===== src/rtl/park_pkg.sv =====
// park_pkg: shared state enum, default geometry and token cipher helper for the parking token controller
package park_pkg;
  typedef enum logic {ST_OPEN, ST_LOCKED} state_t;
  localparam int DEF_SLOT_W = 3;
  localparam int DEF_NUM_SLOTS = 6;
  function automatic logic [31:0] slot_xor(input logic [31:0] token, input logic [31:0] pattern);
    return token ^ pattern;
  endfunction
endpackage


===== src/rtl/park_prio_alloc.sv =====
// park_prio_alloc: lowest-free-slot priority encoder; occupancy in, idx/found out (found=0 when every slot is taken)
module park_prio_alloc #(
  parameter int SLOT_W = 3,
  parameter int NUM_SLOTS = 6
) (
  input  logic [NUM_SLOTS-1:0] occupancy,
  output logic [SLOT_W-1:0]    idx,
  output logic                 found
);
  always_comb begin
    idx = '0;
    found = 1'b0;
    for (int i = NUM_SLOTS - 1; i >= 0; i--) begin
      if (!occupancy[i]) begin
        idx = SLOT_W'(i);
        found = 1'b1;
      end
    end
  end
endmodule


===== src/rtl/park_token_ctrl.sv =====
// park_token_ctrl: slot allocator issuing XOR tokens, exit validation with lockout; ports: pattern load, entry/exit req+ack+err, unlock, locked/full/free_count/occupancy status
module park_token_ctrl
  import park_pkg::*;
#(
  parameter int SLOT_W = DEF_SLOT_W,
  parameter int NUM_SLOTS = DEF_NUM_SLOTS,
  parameter int MAX_FAIL = 3
) (
  input  logic                 clk,
  input  logic                 rst_n,
  input  logic                 pattern_we,
  input  logic [SLOT_W-1:0]    pattern_in,
  output logic                 pattern_err,
  input  logic                 entry_req,
  output logic                 entry_ack,
  output logic                 entry_err,
  output logic [SLOT_W-1:0]    entry_token,
  input  logic                 exit_req,
  input  logic [SLOT_W-1:0]    exit_token,
  output logic                 exit_ack,
  output logic                 exit_err,
  output logic [SLOT_W-1:0]    exit_slot,
  input  logic                 unlock,
  output logic                 locked,
  output logic                 full,
  output logic [SLOT_W:0]      free_count,
  output logic [NUM_SLOTS-1:0] occupancy
);
  localparam int FW = $clog2(MAX_FAIL + 1);
  localparam logic [FW-1:0] FMAX = FW'(MAX_FAIL);
  state_t                 state, state_n;
  logic [SLOT_W-1:0]      pattern, pattern_n, alloc_idx, d, entry_token_n, exit_slot_n;
  logic [NUM_SLOTS-1:0]   occ_n, dec, amask;
  logic [FW-1:0]          fail_cnt, fail_n, fail_inc;
  logic                   alloc_found, entry_ok, ok, bad;
  park_prio_alloc #(.SLOT_W(SLOT_W), .NUM_SLOTS(NUM_SLOTS)) u_alloc (
    .occupancy(occupancy),
    .idx(alloc_idx),
    .found(alloc_found)
  );
  assign full = &occupancy;
  assign locked = state == ST_LOCKED;
  always_comb begin
    free_count = '0;
    for (int i = 0; i < NUM_SLOTS; i++) free_count = free_count + (SLOT_W + 1)'(!occupancy[i]);
  end
  // An out-of-range decoded slot shifts the one-hot mask off the end, so it can never hit an occupied bit.
  // The slot being allocated this cycle is free in the pre-update occupancy, so an exit naming it fails naturally.
  always_comb begin
    d = SLOT_W'(slot_xor(32'(exit_token), 32'(pattern)));
    dec = NUM_SLOTS'(1) << d;
    entry_ok = entry_req && alloc_found;
    amask = entry_ok ? NUM_SLOTS'(1) << alloc_idx : '0;
    ok = exit_req && state == ST_OPEN && |(dec & occupancy);
    bad = exit_req && state == ST_OPEN && !ok;
    fail_inc = fail_cnt == FMAX ? fail_cnt : fail_cnt + 1'b1;
    occ_n = (occupancy | amask) & ~(ok ? dec : '0);
    fail_n = (ok || (state == ST_LOCKED && unlock)) ? '0 : bad ? fail_inc : fail_cnt;
    state_n = state == ST_LOCKED ? (unlock ? ST_OPEN : ST_LOCKED) : (bad && fail_inc == FMAX ? ST_LOCKED : ST_OPEN);
    pattern_n = pattern_we && occupancy == '0 ? pattern_in : pattern;
    entry_token_n = entry_ok ? SLOT_W'(slot_xor(32'(alloc_idx), 32'(pattern))) : '0;
    exit_slot_n = ok ? d : '0;
  end
  always_ff @(posedge clk or negedge rst_n) begin
    if (!rst_n) begin
      state <= ST_OPEN;
      occupancy <= '0;
      pattern <= '0;
      fail_cnt <= '0;
      pattern_err <= 1'b0;
      entry_ack <= 1'b0;
      entry_err <= 1'b0;
      entry_token <= '0;
      exit_ack <= 1'b0;
      exit_err <= 1'b0;
      exit_slot <= '0;
    end else begin
      state <= state_n;
      occupancy <= occ_n;
      pattern <= pattern_n;
      fail_cnt <= fail_n;
      pattern_err <= pattern_we && occupancy != '0;
      entry_ack <= entry_req;
      entry_err <= entry_req && !alloc_found;
      entry_token <= entry_token_n;
      exit_ack <= exit_req;
      exit_err <= exit_req && !ok;
      exit_slot <= exit_slot_n;
    end
  end
endmodule


===== config.mk =====
export PLATFORM = sky130hd
export DESIGN_NAME = park_token_ctrl
export DESIGN_NICKNAME = d
export VERILOG_FILES = /design/src/rtl/park_pkg.sv /design/src/rtl/park_prio_alloc.sv /design/src/rtl/park_token_ctrl.sv
export SDC_FILE = /design/constraint.sdc
export NUM_CORES = 1
export LEC_CHECK = 0
export ABC_AREA = 0
export CAP_MARGIN = 20
export CORE_MARGIN = 2
export CORE_UTILIZATION = 35
export DETAILED_ROUTE_END_ITERATION = 6
export SLEW_MARGIN = 10
export SYNTH_ARGS = -nofsm -noshare
export SYNTH_HDL_FRONTEND = slang
export SYNTH_HIERARCHICAL = 1
export SYNTH_SLANG_ARGS = --single-unit

===== constraint.sdc =====
create_clock -name clk -period 4.4 [get_ports clk]
set_input_delay 0.66 -clock clk [delete_from_list [all_inputs] [get_ports clk]]
set_output_delay 0.66 -clock clk [all_outputs]
set_load 0.02 [all_outputs]

Word level (Yosys, flattened, before mapping):

Index checks and enable logic that the tools add are counted.

* word-level logic and storage cells: 74
* bits in writable memories: 0
* memories kept: 0
* ROM bits: 0
* output and inout port bits: 23
* input port bits: 12
* bits in registers: 23
* latch bits: 0

* div/mod/pow operators: 0
* $add $sub $neg: 6
* equality and inequality tests: 2
* shift operators: 2
* multipliers: 0
* $lt $le $gt $ge: 0
* multiplexer cells: 22
* reduce and logical (&&, ||, !) cells: 24
* bitwise gates (word level): 7

Operators with widths (count)
* 3-bit two-way mux: 8
* 6-bit AND: 2
* 6-bit two-way mux: 2
* 1-bit by 3-bit << shifter with 6-bit output, first input constant: 2
* 1-bit logical AND: 10
* 1-bit two-way mux: 9
* 4-bit by 1-bit adder with 4-bit output: 2
* 1-bit zero test: 8
* 6-bit zero test: 1
* 2-bit two-way mux: 3
* 6-bit inverter: 1
* 6-bit OR: 1
* 6-bit AND reduction: 1
* 6-bit nonzero test: 1
* 6-bit OR reduction: 1
* 3-bit XOR: 2
* 3-bit by 1-bit adder with 4-bit output: 1
* 2-bit equality test, second input constant: 2
* 2-bit by 1-bit adder with 3-bit output: 1
* 1-bit by 1-bit adder with 2-bit output: 1
* 2-bit by 1-bit adder with 2-bit output, second input constant: 1
* 2-bit nonzero test: 1
* 1-bit logical OR: 1
* 1-bit inverter: 1

Logic depth before layout (Yosys ltp):

Gate-level depths: netlist of run 1.

* depth in word-level cells: 10
* depth in mapped cells: 6
* mapped depth without buffers: 6

By module:

The synthesis of run 1 kept the hierarchy.

By module, submodules not included
* park_token_ctrl: times used 1, cells an instance 109, area each 1187.4 um2
* park_prio_alloc: times used 1, cells an instance 10, area each 55.1 um2

Worst setup path before layout of run 1:

No wires, ideal clock.

* path kind: reg2out
* start: reg occupancy[0]
* end: out free_count[1]
* setup slack: 1.371 ns
* cell stages (with the launch flop): 6
* required time: 3.740 ns
* data arrival time: 2.369 ns
* buffers on the path: 0
* cell sequence: dfrtp_1 > fa_1 > inv_1 > fa_1 > ha_1 > fa_1

* longest elaborated chain between the ends: 6

Ends and longest elaborated chain
* start, declared: line park_token_ctrl.sv:27 `output logic [NUM_SLOTS-1:0] occupancy`
* start signal, assigned: line park_token_ctrl.sv:79 `occupancy <= occ_n;`
* 1-bit zero test
* 1-bit by 1-bit adder with 2-bit output: line park_token_ctrl.sv:45 `for (int i = 0; i < NUM_SLOTS; i++) free_count = free_count + (SLOT_W + 1)'(!occupancy[i]);`
* 2-bit by 1-bit adder with 3-bit output: line park_token_ctrl.sv:45
* 3-bit by 1-bit adder with 4-bit output: line park_token_ctrl.sv:45
* 4-bit by 1-bit adder with 4-bit output (2 in series): line park_token_ctrl.sv:45
* end, declared: line park_token_ctrl.sv:26 `output logic [SLOT_W:0] free_count,`

No other way between the ends.

Final worst setup path of run 1:

Ends and elaborated chain as after synthesis.

==> results of run 1 <==
area by class of cell:
type / count / area, um2
Fill cell: 331 / 1700
Multi-Input combinational cell: 84 / 618
Sequential cell: 23 / 576
Timing Repair Buffer: 34 / 345
Tap cell: 46 / 57.6
Inverter: 11 / 41.3
Clock buffer: 4 / 26.3
worst register-to-register path: stages, from the launching register on:
cell and delay (ps):
dfrtp_1 480, xnor2_4 350, mux2i_1 150, o21ai_1 260
nand2_1 160, a31o_1 240
layout by cell type (no fill, tap or decap), types with 2 or more instances in the layout:
| cell | instances |
|---|---|
| a21oi_1 | 6 |
| a31oi_1 | 6 |
| clkbuf_4 | 3 |
| clkdlybuf4s50_1 | 33 |
| dfrtp_1 | 23 |
| fa_1 | 3 |
| ha_1 | 3 |
| inv_1 | 11 |
| mux2_2 | 3 |
| mux2i_1 | 2 |
| nand2_1 | 10 |
| nand3_1 | 2 |
| nand4_1 | 4 |
| nor2_1 | 11 |
| nor2b_1 | 5 |
| nor3_1 | 3 |
| o21a_1 | 3 |
| o31ai_1 | 2 |
| or2_1 | 2 |
| xnor2_1 | 5 |
final timing paths:
kind,slack [ps],to,cells after the start
max,570,free_count[1],6
min,590,locked$_DFF_PN0_,1
max reg2reg,2650,locked$_DFF_PN0_,5
min reg2reg,590,locked$_DFF_PN0_,1
max in group asynchronous,3260,locked$_DFF_PN0_,2
min in group asynchronous,670,pattern[0]$_DFFE_PN0P_,1
cells by family after synthesis:
kind of cell / Yosys count
compound gates: 25
fa+ha+maj: 6
other cells: 1
flops: 23
xor+xnor: 7
buf+inv: 12
mux: 5
simple gates: 40
cells in the mapped netlist, drive strengths merged:
cell type,n,area [um2]
nand2,10,37.5
ha,3,37.5
nand4,4,25.0
o21ai,2,10.0
dfrtp,23,576
nand3,2,10.0
o2bb2ai,1,8.76
mux2,3,33.8
xor2,1,16.3
inv,11,41.3
a21oi,6,30.0
o21a,3,22.5
a31oi,6,37.5
nor2,11,41.3
o221a,1,11.3
nor2b,5,31.3
o211ai,1,12.5
mux2i,2,20.0
a31o,1,8.76
or2,2,12.5
o31ai,2,15.0
a41oi,1,8.76
nor4,1,6.26
xnor2,6,71.3
nand2b,1,6.26
a221oi,1,15.0
buf,1,7.51
conb,1,3.75
nor3,4,25.0
fa,3,60.1
flip-flops by register name (all words and copies together), names as in the netlist:
signal,cells
entry_ack,1
entry_err,1
entry_token,3
exit_ack,1
exit_err,1
exit_slot,3
fail_cnt,2
locked,1
occupancy,6
pattern,3
pattern_err,1
layer usage:
metal / wire length, um / track usage (%)
met1: 1210 / 19.3
met2: 1260 / 22.9
met3: 112 / 1.79
met4: 52 / 6.52
met5: 0 / 0
where the power goes:
group	internal, mW	switching, mW	total (mW)
sequential	0.281	0.105	0.387
clock	0.0354	0.0605	0.0959
combinational	0.394	0.445	0.839
total	0.711	0.610	1.32
==> summary.txt, run 1 <==
Outcome
  • Status: finished, final reports clean

Timing
  • Tcrit/Tclk final: 87.0%
  • Setup ws final: 570 ps
  • Hold Vio Cnt, Final: 0
  • Peak Freq: 261 MHz
  • Setup TNS: 0 ps
  • Slew headroom: 66.1%
  • Setup-failing EPs final: 0
  • Skew final: 7.24 ps
  • Minimum clock period: 3830 ps
  • Worst slew pin tran: 506 ps
  • Max Slew Vio Count: 0
  • Unrepaired setup endpoints after global routing: no
  • Hold Slack: 585 ps

Floorplanning
  • Core Box Area: 3360 um2
  • Die Wd: 63.6 um
  • Initial Util: 36.9%
  • Rows: 21
  • Die area: 4040 um2
  • Ports: 35
  • Die Height: 63.6 um

Yosys
  • Post-Synth XOR/XNOR Area: 7.05%
  • Yosys reg bits: 23
  • Yosys cell types: 33
  • Compound-Gate Fraction of Synth Area: 14.5%
  • Avg Cell Area, Syn: 10.4 um2
  • Synth Area in Simple Gates: 15.7%
  • Adder-Cell Fraction of Synth Area: 7.85%
  • Main combinational cell family by area after synthesis: simple AND/OR/NAND/NOR gates
  • Register area share after synthesis: 46.3%
  • Mux contribution to synthesized area: 4.33%
  • Cell Area, Synth: 1240 um2
  • Mapped Cells: 119
  • YS warnings: 6
  • Syn_nets: 137

Global routing
  • Antenna violations before repair: 0
  • Vias in the first global route: 979
  • Largest net degree at the start of global routing: 24
  • First-pass GRT wire length: 4550 um
  • Total gr overflow: 0
  • GRT Total Usage: 14.3%

Route
  • DRC errors left: 0
  • Routed WL per cell: 13.0 um
  • Drt pass-1 iters: 4
  • Total number of vias: 1,003
  • Initial detailed-routing violation count: 63
  • Detail Route Antenna Nets: 0
  • Vias per cell: 4.97
  • DRT Wirelength: 2630 um

Clock tree
  • Root buf cell: clkbuf_4
  • H-Tree Depth: 1
  • Hold-fix buffers, CTS: 0
  • Worst skew pair latency: 310 ps
  • CTS clk-pin slew, worst paths: 120 ps
  • Cts repair resizes: 0
  • CTS Buf Count: 3
  • Clk sink count: 23
  • CTS tree: yes
  • CTS Buffer Depth: 2
  • Postcts setup bufs: 0

Placed design
  • Place WS: 907 ps
  • Detailed Place HPWL: 2000 um
  • I/O Buffers: 33
  • DP Area: 1620 um2
  • GPL Wtd Cong: 0.856
  • Cell count after placement: 197

Setup path
  • Buf/Inv on CP: 2
  • Worst-path maximum fanout: 10
  • Required @ worst endpoint: 3740 ps
  • Critical Path Most Common Cell: fa_1
  • CP Launch Point: occupancy[0]$_DFF_PN0_
  • Worst setup SP type: flop
  • CP endpoint kind: primary output
  • Crit path cell chain: fa_1, inv_1, fa_1, ha_1, fa_1, clkdlybuf4s50_1
  • Slowest cell on crit path: clkdlybuf4s50_1
  • R2r startpoint: pattern[2]$_DFFE_PN0P_
  • Worst Setup Path Type: flop to primary output
  • CP top delay family: adder cells
  • Critical path arrival: 3170 ps
  • CP max stage delay: 590 ps

Cells and area
  • Antenna fix cells: 0
  • Final Cell Area: 1660 um2
  • Nets: 175
  • Syn-to-layout area delta: 33.9%
  • Final Util: 49.5%
  • Layout cell share with drive strength beyond 1: 7.69%
  • Non-Filler Instances: 202

Job
  • Maximum Capacitance Violations: 0

Worst hold path
  • Worst min path class: flop to flop
  • Hold Startpoint: fail_cnt[1]$_DFFE_PN0P_

Pwr
  • Leak: 0.730 nW
  • Pwr/cell area: 794 nW/um2
  • Overall power: 1.32 mW
  • VDD IR max: 280 uV
Power figures use the tool's default switching activity.
==> inputs of run 2 (changes only) <==
Settings changed: PLACE_DENSITY set to 0.59.
==> summary.txt, run 2 (same netlist as run 1, synthesis figures left out) <==
Cells and area
  • Most common cell after layout, fill and taps aside: clkdlybuf4s50_1 (unchanged)
  • Area of the multi-input gates: 618 um2 (unchanged)
  • Max FFs per register: 6 (unchanged)
  • Most frequent cells in the layout: clkdlybuf4s50_1 (33), dfrtp_1 (23), nor2_1 (11), inv_1 (11), nand2_1 (10) (unchanged)
  • Layout cell share with drive strength beyond 1: 8.33% (was 7.69%)
  • FF+latch area: 576 um2 (unchanged)
  • Syn-to-layout area delta: 34.0% (was 33.9%)
  • Antenna fix cells: 0 (unchanged)
  • Fillers: 327 (was 331)
  • Nets: 175 (unchanged)
  • Largest Register: occupancy (unchanged)

Clock tree
  • CTS tree: yes (unchanged)
  • H-Tree Depth: 1 (unchanged)
  • Worst skew pair latency: 320 ps (was 310 ps)
  • CTS Buffer Depth: 2 (unchanged)
  • Hold-fix buffers, CTS: 0 (unchanged)
  • CTS clk-pin slew, worst paths: 130 ps (was 120 ps)
  • Clk sink count: 23 (unchanged)
  • Postcts setup bufs: 0 (unchanged)
  • CTS Buf Count: 3 (unchanged)
  • Cts repair resizes: 0 (unchanged)
  • Root buf cell: clkbuf_4 (unchanged)

Setup path
  • Worst Setup Path Type: flop to primary output (unchanged)
  • Required @ worst endpoint: 3740 ps (about the same)
  • Worst-path maximum fanout: 10 (unchanged)
  • Worst setup SP type: flop (unchanged)
  • Critical path arrival: 3190 ps (was 3170 ps)
  • CP endpoint kind: primary output (unchanged)

Global routing
  • Total gr overflow: 0 (unchanged)
  • Largest net degree at the start of global routing: 24 (unchanged)
  • Antenna violations before repair: 0 (unchanged)
  • First-pass GRT wire length: 4160 um (was 4550 um)
  • Vias in the first global route: 917 (was 979)
  • GRT Total Usage: 13.3% (was 14.3%)

Timing
  • Setup-failing EPs final: 0 (unchanged)
  • Minimum clock period: 3850 ps (was 3830 ps)
  • Hold Slack: 587 ps (was 585 ps)
  • Hold Vio Cnt, Final: 0 (unchanged)
  • Max Slew Vio Count: 0 (unchanged)
  • Unrepaired setup endpoints after global routing: no (unchanged)
  • Setup TNS: 0 ps (unchanged)
  • Tcrit/Tclk final: 87.5% (was 87.0%)
  • Skew final: 11.1 ps (was 7.24 ps)
  • Peak Freq: 260 MHz (was 261 MHz)

Placed design
  • GPL Wtd Cong: 0.814 (was 0.856)
  • I/O Buffers: 33 (unchanged)
  • Detailed Place HPWL: 1920 um (was 2000 um)

Route
  • Drt pass-1 iters: 5 (was 4)
  • DRC errors left: 0 (unchanged)
  • Routed WL per cell: 12.3 um (was 13.0 um)
  • Initial detailed-routing violation count: 33 (was 63)
  • Total number of vias: 1,005 (was 1,003)
  • DRT Wirelength: 2490 um (was 2630 um)
  • Vias per cell: 4.98 (was 4.97)
  • Detail Route Antenna Nets: 0 (unchanged)

Job
  • Maximum Capacitance Violations: 0 (unchanged)

Worst hold path
  • Worst min path class: flop to flop (unchanged)

Pwr
  • Combinational cell fraction of total power: 63.6% (was 63.5%)
  • Int Power: 0.712 mW (was 0.711 mW)
  • Pwr/cell area: 795 nW/um2 (was 794 nW/um2)
  • Net switching power: 0.612 mW (was 0.610 mW)
  • Part of the power in registers: 28.9% (was 29.3%)
  • Leak: 0.733 nW (was 0.730 nW)
  • Clock share of power: 7.5% (was 7.3%)
  • Overall power: 1.32 mW (about the same)
  • Net Sw Frac: 46.2% (about the same)
  • VDD IR max: 223 uV (was 280 uV)

Floorplanning
  • Die Wd: 63.6 um (unchanged)
  • Die Height: 63.6 um (unchanged)
  • Core Box Area: 3360 um2 (unchanged)
  • Die area: 4040 um2 (unchanged)
  • Ports: 35 (unchanged)
  • Initial Util: 36.9% (unchanged)
  • Rows: 21 (unchanged)

Outcome
  • Status: finished, final reports clean (unchanged)
-- run 2: metal layers --
| layer | up-vias | track usage (%) | share of wire (%) |
|---|---|---|---|
| li1 | 487 | - | - |
| met1 | 478 | 17.2 | 44 |
| met2 | 35 | 21.3 | 48 |
| met3 | 5 | 1.79 | 5.3 |
| met4 | 0 | 7.34 | 2.4 |
| met5 | - | 0 | 0 |
-- run 2: power by group through the flow --
stage / Sequential, mW / Clock, mW / Combinational (mW)
floorplan: 0.435 / 0 / 0.488
global placement: 0.386 / 0 / 0.835
detailed placement: 0.391 / 0 / 0.846
CTS: 0.386 / 0.103 / 0.852
global route: 0.403 / 0.112 / 0.914
finish: 0.383 / 0.0987 / 0.842
-- run 2: final timing paths --
check | from | endpoint | slack [ps] | cells past startpoint
min in group asynchronous | rst_n | pattern[2]$_DFFE_PN0P_ | 650 | 1
setup reg to reg | pattern[2]$_DFFE_PN0P_ | locked$_DFF_PN0_ | 2620 | 5
setup / recovery | occupancy[0]$_DFF_PN0_ | free_count[1] | 550 | 6
max in group asynchronous | rst_n | exit_err$_DFF_PN0_ | 3280 | 2
hold reg to reg | fail_cnt[1]$_DFFE_PN0P_ | locked$_DFF_PN0_ | 590 | 1
hold / removal | fail_cnt[1]$_DFFE_PN0P_ | locked$_DFF_PN0_ | 590 | 1
-- run 2: critical path, cell delays in order (launching register included) --
cell	delay, ps
dfrtp_1	520
fa_1	570
inv_1	50
fa_1	460
ha_1	210
fa_1	480
clkdlybuf4s50_1	590
-- run 2: layout make-up --
| class | instances | share of cell area (%) |
|---|---|---|
| tap | 46 | 3.46 |
| timing repair buffer | 34 | 20.7 |
| clock inverter | 1 | 0.301 |
| clock buffer | 3 | 1.35 |
| inverter | 11 | 2.48 |
| multi-input combinational | 84 | 37.1 |
| sequential | 23 | 34.6 |
-- run 2: per-stage QoR --
step           worst slack [ps]  instance area [um2]  instances  utilization, %
4_1_cts                     526                 1650        201            49.1
5_1_grt                     421                 1670        202            49.5
2_1_floorplan              1370                 1240        119               -
3_3_place_gp                940                 1620        197            48.3
6_report                    550                 1670        202            49.5
3_5_place_dp                901                 1620        197            48.3
==> inputs of run 3 (changes only) <==
Settings changed: CORE_UTILIZATION 35 to 50, PLACE_DENSITY 0.59 to 0.8.
==> summary.txt, run 3 (same netlist as run 1, synthesis figures left out) <==
Outcome
  • Status: finished, final reports clean (unchanged)

Global routing
  • Total gr overflow: 0 (unchanged)
  • Antenna violations before repair: 0 (unchanged)
  • First-pass GRT wire length: 4030 um (was 4160 um)
  • Vias in the first global route: 887 (was 917)
  • GRT Total Usage: 20.2% (was 13.3%)
  • Largest net degree at the start of global routing: 24 (unchanged)

Pwr
  • VDD IR max: 990 uV (was 223 uV)
  • Leak: 0.728 nW (was 0.733 nW)
  • Pwr/cell area: 812 nW/um2 (was 795 nW/um2)
  • Overall power: 1.33 mW (was 1.32 mW)

Setup path
  • CP endpoint kind: primary output (unchanged)
  • Worst setup SP type: flop (unchanged)
  • R2r setup slk: 2630 ps (was 2620 ps)
  • Worst Setup Path Type: flop to primary output (unchanged)
  • Required @ worst endpoint: 3740 ps (about the same)
  • Critical path arrival: 3160 ps (was 3190 ps)
  • Worst-path maximum fanout: 10 (unchanged)
  • R2r startpoint: pattern[2]$_DFFE_PN0P_ (unchanged)
  • Reg-to-reg critical path endpoint: locked$_DFF_PN0_ (unchanged)
  • Worst reg2reg path depth: 5 (unchanged)

Floorplanning
  • Die area: 2900 um2 (was 4040 um2)
  • Die Wd: 53.9 um (was 63.6 um)
  • Die Height: 53.9 um (was 63.6 um)
  • Core Box Area: 2410 um2 (was 3360 um2)
  • Rows: 18 (was 21)
  • Initial Util: 51.6% (was 36.9%)
  • Ports: 35 (unchanged)

Route
  • Detail Route Antenna Nets: 0 (unchanged)
  • Total number of vias: 1,020 (was 1,005)
  • Vias per cell: 5.48 (was 4.98)
  • DRT Wirelength: 2580 um (was 2490 um)
  • Drt pass-1 iters: 4 (was 5)
  • Initial detailed-routing violation count: 17 (was 33)
  • Routed WL per cell: 13.9 um (was 12.3 um)
  • DRC errors left: 0 (unchanged)

Timing
  • Unrepaired setup endpoints after global routing: no (unchanged)
  • Setup-failing EPs final: 0 (unchanged)
  • Skew final: 8.48 ps (was 11.1 ps)
  • Setup ws final: 577 ps (was 550 ps)
  • Tcrit/Tclk final: 86.9% (was 87.5%)
  • Hold Vio Cnt, Final: 0 (unchanged)
  • Minimum clock period: 3820 ps (was 3850 ps)
  • Peak Freq: 262 MHz (was 260 MHz)
  • Max Slew Vio Count: 0 (unchanged)
  • Setup TNS: 0 ps (unchanged)

Clock tree
  • Root buf cell: clkbuf_4 (unchanged)
  • CTS tree: yes (unchanged)
  • Clk sink count: 23 (unchanged)
  • Cts repair resizes: 0 (unchanged)
  • CTS Buf Count: 3 (unchanged)
  • CTS clk-pin slew, worst paths: 130 ps (about the same)
  • Postcts setup bufs: 0 (unchanged)
  • Hold-fix buffers, CTS: 0 (unchanged)
  • H-Tree Depth: 1 (unchanged)
  • Worst skew pair latency: 310 ps (was 320 ps)
  • CTS Buffer Depth: 2 (unchanged)

Worst hold path
  • Hold Startpoint: fail_cnt[1]$_DFFE_PN0P_ (unchanged)
  • Sink of the worst hold path: locked$_DFF_PN0_ (unchanged)
  • Worst min path class: flop to flop (unchanged)
  • Hold depth: 1 (unchanged)

Cells and area
  • Largest Register: occupancy (unchanged)
  • Antenna fix cells: 0 (unchanged)
  • Most frequent cells in the layout: clkdlybuf4s50_1 (33), dfrtp_1 (23), nor2_1 (11), inv_1 (11), nand2_1 (10) (unchanged)
  • Nets: 175 (unchanged)
  • Max FFs per register: 6 (unchanged)
  • Most common cell after layout, fill and taps aside: clkdlybuf4s50_1 (unchanged)
  • Fillers: 192 (was 327)
  • Syn-to-layout area delta: 32.0% (was 34.0%)
  • Layout cell share with drive strength beyond 1: 7.69% (was 8.33%)

Placed design
  • Place WS: 924 ps (was 901 ps)
  • I/O Buffers: 33 (unchanged)
  • Detailed Place HPWL: 1960 um (was 1920 um)
  • GPL Wtd Cong: 0.850 (was 0.814)

Job
  • Maximum Capacitance Violations: 0 (unchanged)
## run 3: cell count changes in the layout (fill, tap and decap cells not counted)
cell	change
buf_6	+1
clkbuf_1	+1
clkinv_2	-1
buf_8	-1
## run 3: how the worst max path moves through the flow
| stage | start | slack (ps) | endpoint |
|---|---|---|---|
| after CTS | occupancy[0]$_DFF_PN0_ | 560 | free_count[1] |
| final | occupancy[0]$_DFF_PN0_ | 580 | free_count[1] |
| after floorplan | occupancy[0]$_DFF_PN0_ | 1370 | free_count[1] |
| after global placement | occupancy[0]$_DFF_PN0_ | 950 | free_count[1] |
| after detailed placement | occupancy[0]$_DFF_PN0_ | 920 | free_count[1] |
| after global routing | occupancy[0]$_DFF_PN0_ | 430 | free_count[1] |
## run 3: metal layers
| metal | vias up | global-route usage (%) | part of all wire, % |
|---|---|---|---|
| met2 | 36 | 31.1 | 48 |
| met3 | 7 | 2.78 | 5.1 |
| met4 | 0 | 13.7 | 3.1 |
| li1 | 486 | - | - |
| met5 | - | 0 | 0 |
| met1 | 491 | 26.4 | 44 |
## run 3: final cells by class
cell class / count / area [um2] / share of cell area (%)
inverter: 11 / 41.3 / 2.52
timing repair buffer: 34 / 342 / 20.8
multi-input combinational: 84 / 618 / 37.7
sequential: 23 / 576 / 35.1
tap: 30 / 37.5 / 2.29
clock buffer: 4 / 26.3 / 1.60
## run 3: metrics by stage
step,cells,utilization [%],hold slack (ps),instance area [um2]
after detailed placement,181,66.5,554,1600
after floorplan,119,-,364,1240
after global placement,181,66.5,538,1600
after CTS,185,67.6,581,1630
final,186,68.1,572,1640
after global routing,186,68.1,592,1640
## run 3: power by group
part	switching (mW)	internal, mW
registers	0.104	0.281
clock network	0.0623	0.0354
logic	0.454	0.396
total	0.620	0.713
## run 3: critical path, cell delays in order (launching register included)
cell and delay [ps]:
dfrtp_1 510, fa_1 560, inv_1 50, fa_1 450, ha_1 200, fa_1 480, clkdlybuf4s50_1 600
